==> config.mk <==
export PLATFORM = sky130hd
export DESIGN_NAME = comparator_seq
export DESIGN_NICKNAME = d
export VERILOG_FILES = /design/src/rtl/comparator_pkg.sv /design/src/rtl/comparator_sync2.sv /design/src/rtl/comparator_seq.sv
export SDC_FILE = /design/constraint.sdc
export NUM_CORES = 1
export LEC_CHECK = 0
export BUFFER_PORTS_ARGS = -buffer_cell sky130_fd_sc_hd__buf_2
export CORE_MARGIN = 2
export CORE_UTILIZATION = 25
export CTS_CLUSTER_DIAMETER = 200
export DETAILED_ROUTE_END_ITERATION = 8
export GPL_TIMING_DRIVEN = 1
export PLACE_DENSITY = 0.46
export SLEW_MARGIN = 20
export SYNTH_ARGS = -nofsm -noshare
export SYNTH_HDL_FRONTEND = slang
export SYNTH_SLANG_ARGS = --single-unit
==> constraint.sdc <==
create_clock -name CLK -period 2.8 [get_ports CLK]
set_input_delay 0.7 -clock CLK [delete_from_list [all_inputs] [get_ports CLK]]
set_output_delay 0.7 -clock CLK [all_outputs]
set_load 0.01 [all_outputs]
==> src/rtl/comparator_pkg.sv <==
// Shared definitions for comparator latch controllers: sequencer state
// encoding and the rule that decides whether a latch decision is usable.
package comparator_pkg;

   typedef enum logic [2:0] {
      ST_IDLE  = 3'd0,
      ST_PRE   = 3'd1,
      ST_EVAL  = 3'd2,
      ST_CHECK = 3'd3,
      ST_FIN   = 3'd4
   } state_t;

   // A strong-ARM latch has resolved only when exactly one rail is high;
   // both-low (not yet resolved) and both-high (precharge/metastable) are rejected.
   function automatic logic pair_valid(input logic p, input logic n);
      return p ^ n;
   endfunction

endpackage

==> src/rtl/comparator_sync2.sv <==
// Width-parameterised two-flop synchroniser for asynchronous latch rails.
module comparator_sync2 #(
   parameter int W = 2
) (
   input  logic         clk,
   input  logic         rst,
   input  logic [W-1:0] d,
   output logic [W-1:0] q
);

   logic [W-1:0] meta;

   // Two register stages give a metastable first stage a full cycle to settle.
   always_ff @(posedge clk or posedge rst) begin
      if (rst) begin
         meta <= '0;
         q    <= '0;
      end else begin
         // NOTE: non-blocking assignments keep both stages sampling the
         // pre-edge values; blocking here would collapse them into one flop.
         meta <= d;
         q    <= meta;
      end
   end

endmodule

==> src/rtl/comparator_seq.sv <==
// Sequencer for a bank of strong-ARM comparator latches: fires the latch
// clocks, retries channels whose decision was not valid, and majority-votes
// N_VOTE valid decisions per channel into RESULT.
module comparator_seq
   import comparator_pkg::*;
#(
   parameter int N_CH      = 4,
   parameter int N_VOTE    = 3,
   parameter int RESET_CYC = 1,
   parameter int EVAL_CYC  = 2,
   parameter int MAX_RETRY = 2
) (
   input  logic            CLK,
   input  logic            RST,
   input  logic            START,
   input  logic [N_CH-1:0] CH_EN,
   output logic [N_CH-1:0] COMP_CLK,
   input  logic [N_CH-1:0] Outp,
   input  logic [N_CH-1:0] Outn,
   output logic            BUSY,
   output logic            DONE,
   output logic [N_CH-1:0] RESULT,
   output logic [N_CH-1:0] ERR
);

   localparam int VW     = $clog2(N_VOTE + 1);
   localparam int RW     = (MAX_RETRY > 0) ? $clog2(MAX_RETRY + 1) : 1;
   // Evaluate phase is stretched by two cycles so the synchroniser output
   // reflects the latch decision before it is captured.
   localparam int EVAL_LEN = EVAL_CYC + 2;
   localparam int PH_MAX   = (RESET_CYC > EVAL_LEN) ? RESET_CYC : EVAL_LEN;
   localparam int PW       = (PH_MAX > 1) ? $clog2(PH_MAX) : 1;

   localparam logic [PW-1:0] PRE_LAST   = PW'(RESET_CYC - 1);
   localparam logic [PW-1:0] EVAL_LAST  = PW'(EVAL_LEN - 1);
   localparam logic [VW-1:0] LAST_ROUND = VW'(N_VOTE - 1);
   localparam logic [RW-1:0] RETRY_LIM  = RW'(MAX_RETRY);

   state_t          state;
   logic [PW-1:0]   ph_cnt;
   logic [RW-1:0]   retry;
   logic [VW-1:0]   round_cnt;
   logic [N_CH-1:0] en_q;
   logic [N_CH-1:0] samp_p;
   logic [N_CH-1:0] samp_n;
   logic [N_CH-1:0] rnd_done;
   logic [N_CH-1:0] err_acc;
   logic [VW-1:0]   votes        [N_CH];
   logic [VW-1:0]   valid_rounds [N_CH];

   logic [2*N_CH-1:0] sync_q;
   logic [N_CH-1:0]   pair_ok;
   logic [N_CH-1:0]   rec;
   logic [N_CH-1:0]   pend_left;
   logic [N_CH-1:0]   res_nxt;
   logic [VW-1:0]     votes_nxt [N_CH];
   logic [VW-1:0]     valid_nxt [N_CH];
   logic              retry_again;

   comparator_sync2 #(.W(2 * N_CH)) u_sync (
      .clk (CLK),
      .rst (RST),
      .d   ({Outn, Outp}),
      .q   (sync_q)
   );

   // Evaluate the captured decisions: who records this attempt, who is still pending.
   always_comb begin
      // NOTE: every output of this block is assigned on every pass, so no
      // latch can be inferred.
      rec         = '0;
      pend_left   = '0;
      res_nxt     = '0;
      retry_again = 1'b0;
      for (int i = 0; i < N_CH; i++) begin
         pair_ok[i]   = pair_valid(samp_p[i], samp_n[i]);
         rec[i]       = en_q[i] & ~rnd_done[i] & pair_ok[i];
         pend_left[i] = en_q[i] & ~rnd_done[i] & ~pair_ok[i];
         votes_nxt[i] = votes[i] + VW'(rec[i] & samp_p[i]);
         valid_nxt[i] = valid_rounds[i] + VW'(rec[i]);
         res_nxt[i]   = en_q[i] & ({votes_nxt[i], 1'b0} > {1'b0, valid_nxt[i]});
      end
      retry_again = (|pend_left) && (retry < RETRY_LIM);
   end

   // Conversion FSM with registered outputs and all vote/retry/round counters.
   always_ff @(posedge CLK or posedge RST) begin
      if (RST) begin
         state     <= ST_IDLE;
         ph_cnt    <= '0;
         retry     <= '0;
         round_cnt <= '0;
         en_q      <= '0;
         samp_p    <= '0;
         samp_n    <= '0;
         rnd_done  <= '0;
         err_acc   <= '0;
         COMP_CLK  <= '0;
         BUSY      <= 1'b0;
         DONE      <= 1'b0;
         RESULT    <= '0;
         ERR       <= '0;
         // NOTE: the accumulator arrays are a handful of flops, not a RAM,
         // so they take the async reset like every other register.
         for (int i = 0; i < N_CH; i++) begin
            votes[i]        <= '0;
            valid_rounds[i] <= '0;
         end
      end else begin
         DONE <= 1'b0;
         case (state)
            ST_IDLE: begin
               if (START) begin
                  en_q      <= CH_EN;
                  rnd_done  <= '0;
                  err_acc   <= '0;
                  retry     <= '0;
                  round_cnt <= '0;
                  ph_cnt    <= '0;
                  BUSY      <= 1'b1;
                  for (int i = 0; i < N_CH; i++) begin
                     votes[i]        <= '0;
                     valid_rounds[i] <= '0;
                  end
                  if (CH_EN == '0) begin
                     state  <= ST_FIN;
                     DONE   <= 1'b1;
                     RESULT <= '0;
                     ERR    <= '0;
                  end else begin
                     state <= ST_PRE;
                  end
               end
            end

            ST_PRE: begin
               if (ph_cnt == PRE_LAST) begin
                  ph_cnt   <= '0;
                  COMP_CLK <= en_q;
                  state    <= ST_EVAL;
               end else begin
                  ph_cnt <= ph_cnt + 1'b1;
               end
            end

            ST_EVAL: begin
               if (ph_cnt == EVAL_LAST) begin
                  ph_cnt   <= '0;
                  samp_p   <= sync_q[N_CH-1:0];
                  samp_n   <= sync_q[2*N_CH-1:N_CH];
                  COMP_CLK <= '0;
                  state    <= ST_CHECK;
               end else begin
                  ph_cnt <= ph_cnt + 1'b1;
               end
            end

            ST_CHECK: begin
               for (int i = 0; i < N_CH; i++) begin
                  votes[i]        <= votes_nxt[i];
                  valid_rounds[i] <= valid_nxt[i];
               end
               if (retry_again) begin
                  retry    <= retry + 1'b1;
                  rnd_done <= rnd_done | rec;
                  state    <= ST_PRE;
               end else begin
                  retry     <= '0;
                  rnd_done  <= '0;
                  err_acc   <= err_acc | pend_left;
                  round_cnt <= round_cnt + 1'b1;
                  if (round_cnt == LAST_ROUND) begin
                     state  <= ST_FIN;
                     DONE   <= 1'b1;
                     RESULT <= res_nxt;
                     ERR    <= (err_acc | pend_left) & en_q;
                  end else begin
                     state <= ST_PRE;
                  end
               end
            end

            ST_FIN: begin
               BUSY  <= 1'b0;
               state <= ST_IDLE;
            end

            default: begin
               BUSY     <= 1'b0;
               COMP_CLK <= '0;
               state    <= ST_IDLE;
            end
         endcase
      end
   end

endmodule

After elaboration in Yosys (flattened, before gate mapping) --
Cells that the tools add are included.
Storage, ports and cells: register bits 75, input port bits 15, output and inout port bits 14, word-level logic and storage cells 148
Cells by class: add/sub/neg operators 11, $lt $le $gt $ge 5, eq/ne operators 12, multiplexer cells 41, bitwise logic cells 37, reductions and logical operators 18
Operators by type and width (number):
- $mux W4 | 11
- $pmux W4 S2 | 4
- $pmux W8 S2 | 2
- $and A1 B1 Y1 | 20
- $mux W3 | 6
- $add A2 B1 Y2 | 8
- $gt A3 B2 Y1 | 4
- $ne A2 B2 Y1 const B | 6
- $pmux W3 S4 | 1
- $pmux W4 S3 | 1
- $mux W2 | 5
- $not A1 Y1 | 10
- $reduce_and A2 Y1 | 5
- $reduce_and A3 Y1 | 3
- $mux W8 | 1
- $or A4 B4 Y4 | 2
- $pmux W2 S2 | 2
- $add A2 B1 Y2 const B | 3
- $eq A3 B2 Y1 const B | 2
- $pmux W2 S3 | 1
- $reduce_or A3 Y1 | 2
- $mux W1 | 5
- $reduce_and A5 Y1 | 1
- $and A4 B4 Y4 | 1
- 13 further kinds | 18

Depth between registers and ports, before layout --
depth after elaboration 10, mapped depth 9, depth with buffers taken out 9

Modules after synthesis --
A second synthesis with hierarchy kept.
Unflattened totals: cell total of the unflattened synthesis 297, area, all modules 3359.5 sq um
By module, submodules not included:
- comparator_seq | instances 1, cells each 280, area an instance 2955.3 sq um, seq. area each 1476.4 sq um
- comparator_sync2 | instances 1, cells each 17, area an instance 404.1 sq um, seq. area each 400.4 sq um

Worst setup path before layout --
No wires, ideal clock.
path type input -> register, from input port CH_EN[0], to register ERR[3], setup time 0.122 ns, arrival time 1.914 ns, path slack 0.765 ns, cell stages on the path 6, cells stage by stage nor4_1 o22ai_1 and2_2 or3_1 buf_6 a32o_1
Between the ends: word-level cells in the longest chain between the ends 3
Ends and longest elaborated chain:
- start: declaration | RTL line comparator_seq.sv:16 | input logic [N_CH-1:0] CH_EN,
- $logic_not A4 Y1 | RTL line comparator_seq.sv:125 | if (CH_EN == '0) begin
- $ne A2 B2 Y1 (no line)
- $reduce_and A5 Y1 (no line)
- end signal: assignment | RTL line comparator_seq.sv:176 | ERR <= (err_acc | pend_left) & en_q;
- end: declaration | RTL line comparator_seq.sv:23 | output logic [N_CH-1:0] ERR
No other way between the ends. A chain may end at the register's enable or synchronous reset.

Worst setup path after layout --
from register samp_n[2], to register RESULT[2]
Between the ends: word-level cells in the longest chain between the ends 9, elaborated cells between the ends (all ways) 16, classes of those cells 2 x add/sub; 1 x order compare; 1 x eq/ne; 3 x mux; 6 x bitwise; 3 x reduce/logical
Ends and longest elaborated chain:
- start: declaration | RTL line comparator_seq.sv:45 | logic [N_CH-1:0] samp_n;
- start signal: assignment | RTL line comparator_seq.sv:150 | samp_n <= sync_q[2*N_CH-1:N_CH];
- $xor A1 B1 Y1 (*) | RTL line comparator_pkg.sv:16 | return p ^ n;
- $and A1 B1 Y1 | RTL line comparator_seq.sv:77 | rec[i] = en_q[i] & ~rnd_done[i] & pair_ok[i];
- $and A1 B1 Y1 | RTL line comparator_seq.sv:79 | votes_nxt[i] = votes[i] + VW'(rec[i] & samp_p[i]);
- $add A2 B1 Y2 | RTL line comparator_seq.sv:79
- $gt A3 B2 Y1 | RTL line comparator_seq.sv:81 | res_nxt[i] = en_q[i] & ({votes_nxt[i], 1'b0} > {1'b0, valid_nxt[i]});
- $and A1 B1 Y1 | RTL line comparator_seq.sv:81
- $mux W4 | RTL line comparator_seq.sv:172 | if (round_cnt == LAST_ROUND) begin
- $mux W4 | RTL line comparator_seq.sv:163 | if (retry_again) begin
- $pmux W4 S2 | RTL line comparator_seq.sv:111 | case (state)
- end signal: assignment | RTL line comparator_seq.sv:175 | RESULT <= res_nxt;
- end: declaration | RTL line comparator_seq.sv:22 | output logic [N_CH-1:0] RESULT,
Mark *: on every way between the ends. The rest lies on a longest branch, timed or not. The select of a mux whose other input is x is not followed.

==> flow_summary_export.csv <==
group,metric,value,unit
sta,slew-limit-headroom,0.498,
yosys,netlist_area_pre_place,3330,µm²
clock_network,cts_root_buf,"sky130_fd_sc_hd__clkbuf_16",
sta,layout_min_cycle_time,2230,ps
global_routing,first_global_vias,2251,
pwr,ir_worst_vdd,0.309,mV
detailed_routing,route.antenna.remaining_nets,0,
sta,rsz0062_at_grt,"false",
place,finalWeightedCongestion,0.745,
detailed_routing,drt-initial-drc-count,79,
detailed_routing,post_detailed_route_via_to_cell_ratio,4.45,
worst_hold_path,worstHoldPathType,"reg2reg",
cells_and_area,final.fill_count,1389,
die,die_width,119,µm
yosys,yosys_warnings,0,
detailed_routing,wl_per_cell,14.5,µm
place,hpwlAfterDp,5030,µm
sta,setup_viol,0,
run_status,outcome,"finished, final reports clean",
yosys,synth_edf_count,0,
yosys,ys_async_sr_fraction,1.00,
sta,setup-tns-final,0,ps
clock_network,clk_path_buf_depth,2,
yosys,synth.ff_latch_count,75,
global_routing,global_route.overflow_total,0,
yosys,post-synth-top-count-cell,"sky130_fd_sc_hd__dfrtp_1",
detailed_routing,finalWirelength,7190,µm
die,initial_core_util,0.253,
cells_and_area,antenna-diode-count,0,
sta,min_period_over_period,0.798,
worst_setup_path,timing.critical_path.required,3020,ps
detailed_routing,firstDrtPassIters,4,
clock_network,htreeDepth,3,
yosys,postSynthCellCount,277,
job,max_cap_violations,0,
sta,final-max-slew-violation-count,0,
die,fp.coreArea,13100,µm²
clock_network,post_cts_hold_buffer_count,0,
worst_setup_path,path_class,"reg2reg",
worst_setup_path,ff2ff_setup_slack,570,ps
yosys,ys_types,46,
yosys,synth_nets,308,
die,row_count,42,
sta,clock_skew,9.51,ps
pwr,power_leakage,2.00,nW
worst_setup_path,worst_setup_path_end_kind,"register",
yosys,synth_sequential_area_ratio,0.564,
sta,max_slew.worst_pin.slew,745,ps
clock_network,clk-insertion-delay-late,330,ps
clock_network,cts_setup_buffers,0,
place,placement.io_buffers,28,
die,design.die.area,14300,µm²
global_routing,grt_antenna_before_repair,0,
global_routing,wire_length_of_the_first_global_routing_pass,12000,µm
global_routing,maximum_number_of_pins_on_one_net_before_global_route_repair,41,
clock_network,postCtsResizedCells,0,
die,fp.dieH,119,µm
detailed_routing,drc,0,
detailed_routing,num_vias,2210,
cells_and_area,area.growth.synth_to_final,21.4,%
yosys,synthTopCellsByArea,"sky130_fd_sc_hd__dfrtp_1 56%, sky130_fd_sc_hd__ha_1 6.0%, sky130_fd_sc_hd__mux2_2 4.4%",
clock_network,cts.clk_slew.worst_paths,60,ps
clock_network,cts_tree,"done",
yosys,post_syn_area_per_cell,12.0,µm²
yosys,synth_top_area_cell,"sky130_fd_sc_hd__dfrtp_1",
worst_setup_path,critical_path.startpoint_type,"register",
cells_and_area,final_layout_size_suffix_gt1_frac,0.255,
sta,report.final.hold_viol_count,0,
die,number_of_placed_i_o_pins,29,
cells_and_area,final_core_density,0.308,
worst_setup_path,arrival,2460,ps
cells_and_area,nets,347,
clock_network,clock_sink_count,75,
global_routing,all_layer_gr_usage,0.110,
worst_setup_path,crit_fanout,4,
clock_network,cts_made_buffers,9,
pwr,p_per_area,1010,nW/µm²
yosys,ys_dominant_reg_cell,"sky130_fd_sc_hd__dfrtp_1",
yosys,synthDominantCellAreaShare,0.564,
sta,max_clock_freq,447,MHz
yosys,synth_common_cells,"75 x sky130_fd_sc_hd__dfrtp_1, 25 x sky130_fd_sc_hd__o21ai_0, 21 x sky130_fd_sc_hd__nor2_1",
==> worst max-delay path, cell delays in order, from the launching register on <==
cell                      delay [ps]
sky130_fd_sc_hd__dfrtp_1         420
sky130_fd_sc_hd__xnor2_1         390
sky130_fd_sc_hd__nor2_1          150
sky130_fd_sc_hd__ha_1            250
sky130_fd_sc_hd__xnor2_1         140
sky130_fd_sc_hd__ha_1            270
sky130_fd_sc_hd__inv_1            30
sky130_fd_sc_hd__o21ai_0         160
sky130_fd_sc_hd__nand2_1          80
sky130_fd_sc_hd__a32o_1          250
==> per-layer routing <==
layer	vias up	routed length (µm)	global-route usage
li1	1081	-	-
met1	1085	3620	0.153
met2	31	3260	0.163
met3	13	142	0.0235
met4	0	163	0.0529
met5	-	0	0
==> report_power, final <==
| part | internal (W) | leakage, nW | switching, W | total [W] |
|---|---|---|---|---|
| Clock | 0.000786 | 0.160 | 0.000469 | 0.00125 |
| Combinational | 0.000553 | 0.859 | 0.000751 | 0.00130 |
| Sequential | 0.00132 | 0.985 | 0.000195 | 0.00151 |
==> registers in the layout (all words and copies together) (netlist names) <==
register / flops
samp_n: 4
DONE: 1
COMP_CLK: 4
round_cnt: 2
ERR: 4
retry: 2
u_sync.q: 8
err_acc: 4
en_q: 4
state: 3
ph_cnt: 2
u_sync.meta: 8
samp_p: 4
valid_rounds: 8
BUSY: 1
votes: 8
RESULT: 4
rnd_done: 4
==> cell families after synthesis <==
logic type,count (synthesis),share of synthesized area
and+or+nand+nor,68,0.105
buffers and inverters,23,0.0331
xor gates and xnor gates,12,0.0316
adders and majority gates,16,0.0601
muxes,13,0.0440
AOI/OAI and AO/OA,70,0.163
DFF,75,0.564
==> area by class of cell <==
| type | instances | area [µm²] | share of cell area |
|---|---|---|---|
| Clock buffer | 9 | 225 | 0.0557 |
| Clock inverter | 7 | 100 | 0.0248 |
| Inverter | 13 | 50.0 | 0.0124 |
| Multi-Input combinational cell | 179 | 1340 | 0.332 |
| Sequential cell | 75 | 1880 | 0.464 |
| Tap cell | 176 | 220 | 0.0545 |
| Timing Repair Buffer | 38 | 228 | 0.0563 |
==> worst paths after layout <==
kind | start | to | cells past startpoint
max in group asynchronous | RST | valid_rounds[7] | 3
min in group asynchronous | RST | valid_rounds[0] | 2
min | u_sync.meta[2] | u_sync.q[2] | 0
max reg2reg | samp_n[2] | RESULT[2] | 9
min reg2reg | u_sync.meta[2] | u_sync.q[2] | 0
max | samp_n[2] | RESULT[2] | 9
==> placed cells by master (no fill, tap or decap), types with 3 or more instances in the layout <==
cell	synthesis	final
sky130_fd_sc_hd__xnor2_1	12	12
sky130_fd_sc_hd__and3_1	5	5
sky130_fd_sc_hd__clkinv_4	0	3
sky130_fd_sc_hd__a41o_1	4	4
sky130_fd_sc_hd__a32o_1	9	9
sky130_fd_sc_hd__a22o_2	5	5
sky130_fd_sc_hd__nand2_1	18	18
sky130_fd_sc_hd__buf_4	0	9
sky130_fd_sc_hd__nand2b_1	3	3
sky130_fd_sc_hd__a22o_1	8	8
sky130_fd_sc_hd__nor2_1	21	21
sky130_fd_sc_hd__buf_2	1	28
sky130_fd_sc_hd__inv_1	12	11
sky130_fd_sc_hd__o21ai_0	25	25
sky130_fd_sc_hd__dfrtp_1	75	75
sky130_fd_sc_hd__ha_1	16	16
sky130_fd_sc_hd__clkbuf_16	0	9
sky130_fd_sc_hd__mux2_2	13	13
sky130_fd_sc_hd__nor3b_1	5	5
==> metrics by stage <==
step / hold slack [ps] / cells / area (µm²) / power, W / setup slack [ps]
after global routing: 357 / 497 / 4040 / 0.00435 / 358
after detailed placement: 335 / 481 / 3720 / 0.00285 / 400
after floorplan: 331 / 277 / 3330 / 0.00241 / 190
final: 347 / 497 / 4040 / 0.00407 / 565
after global placement: 332 / 481 / 3720 / 0.00285 / 418
after CTS: 350 / 497 / 4040 / 0.00412 / 543
No activity file was read; power rests on OpenSTA's default activity.
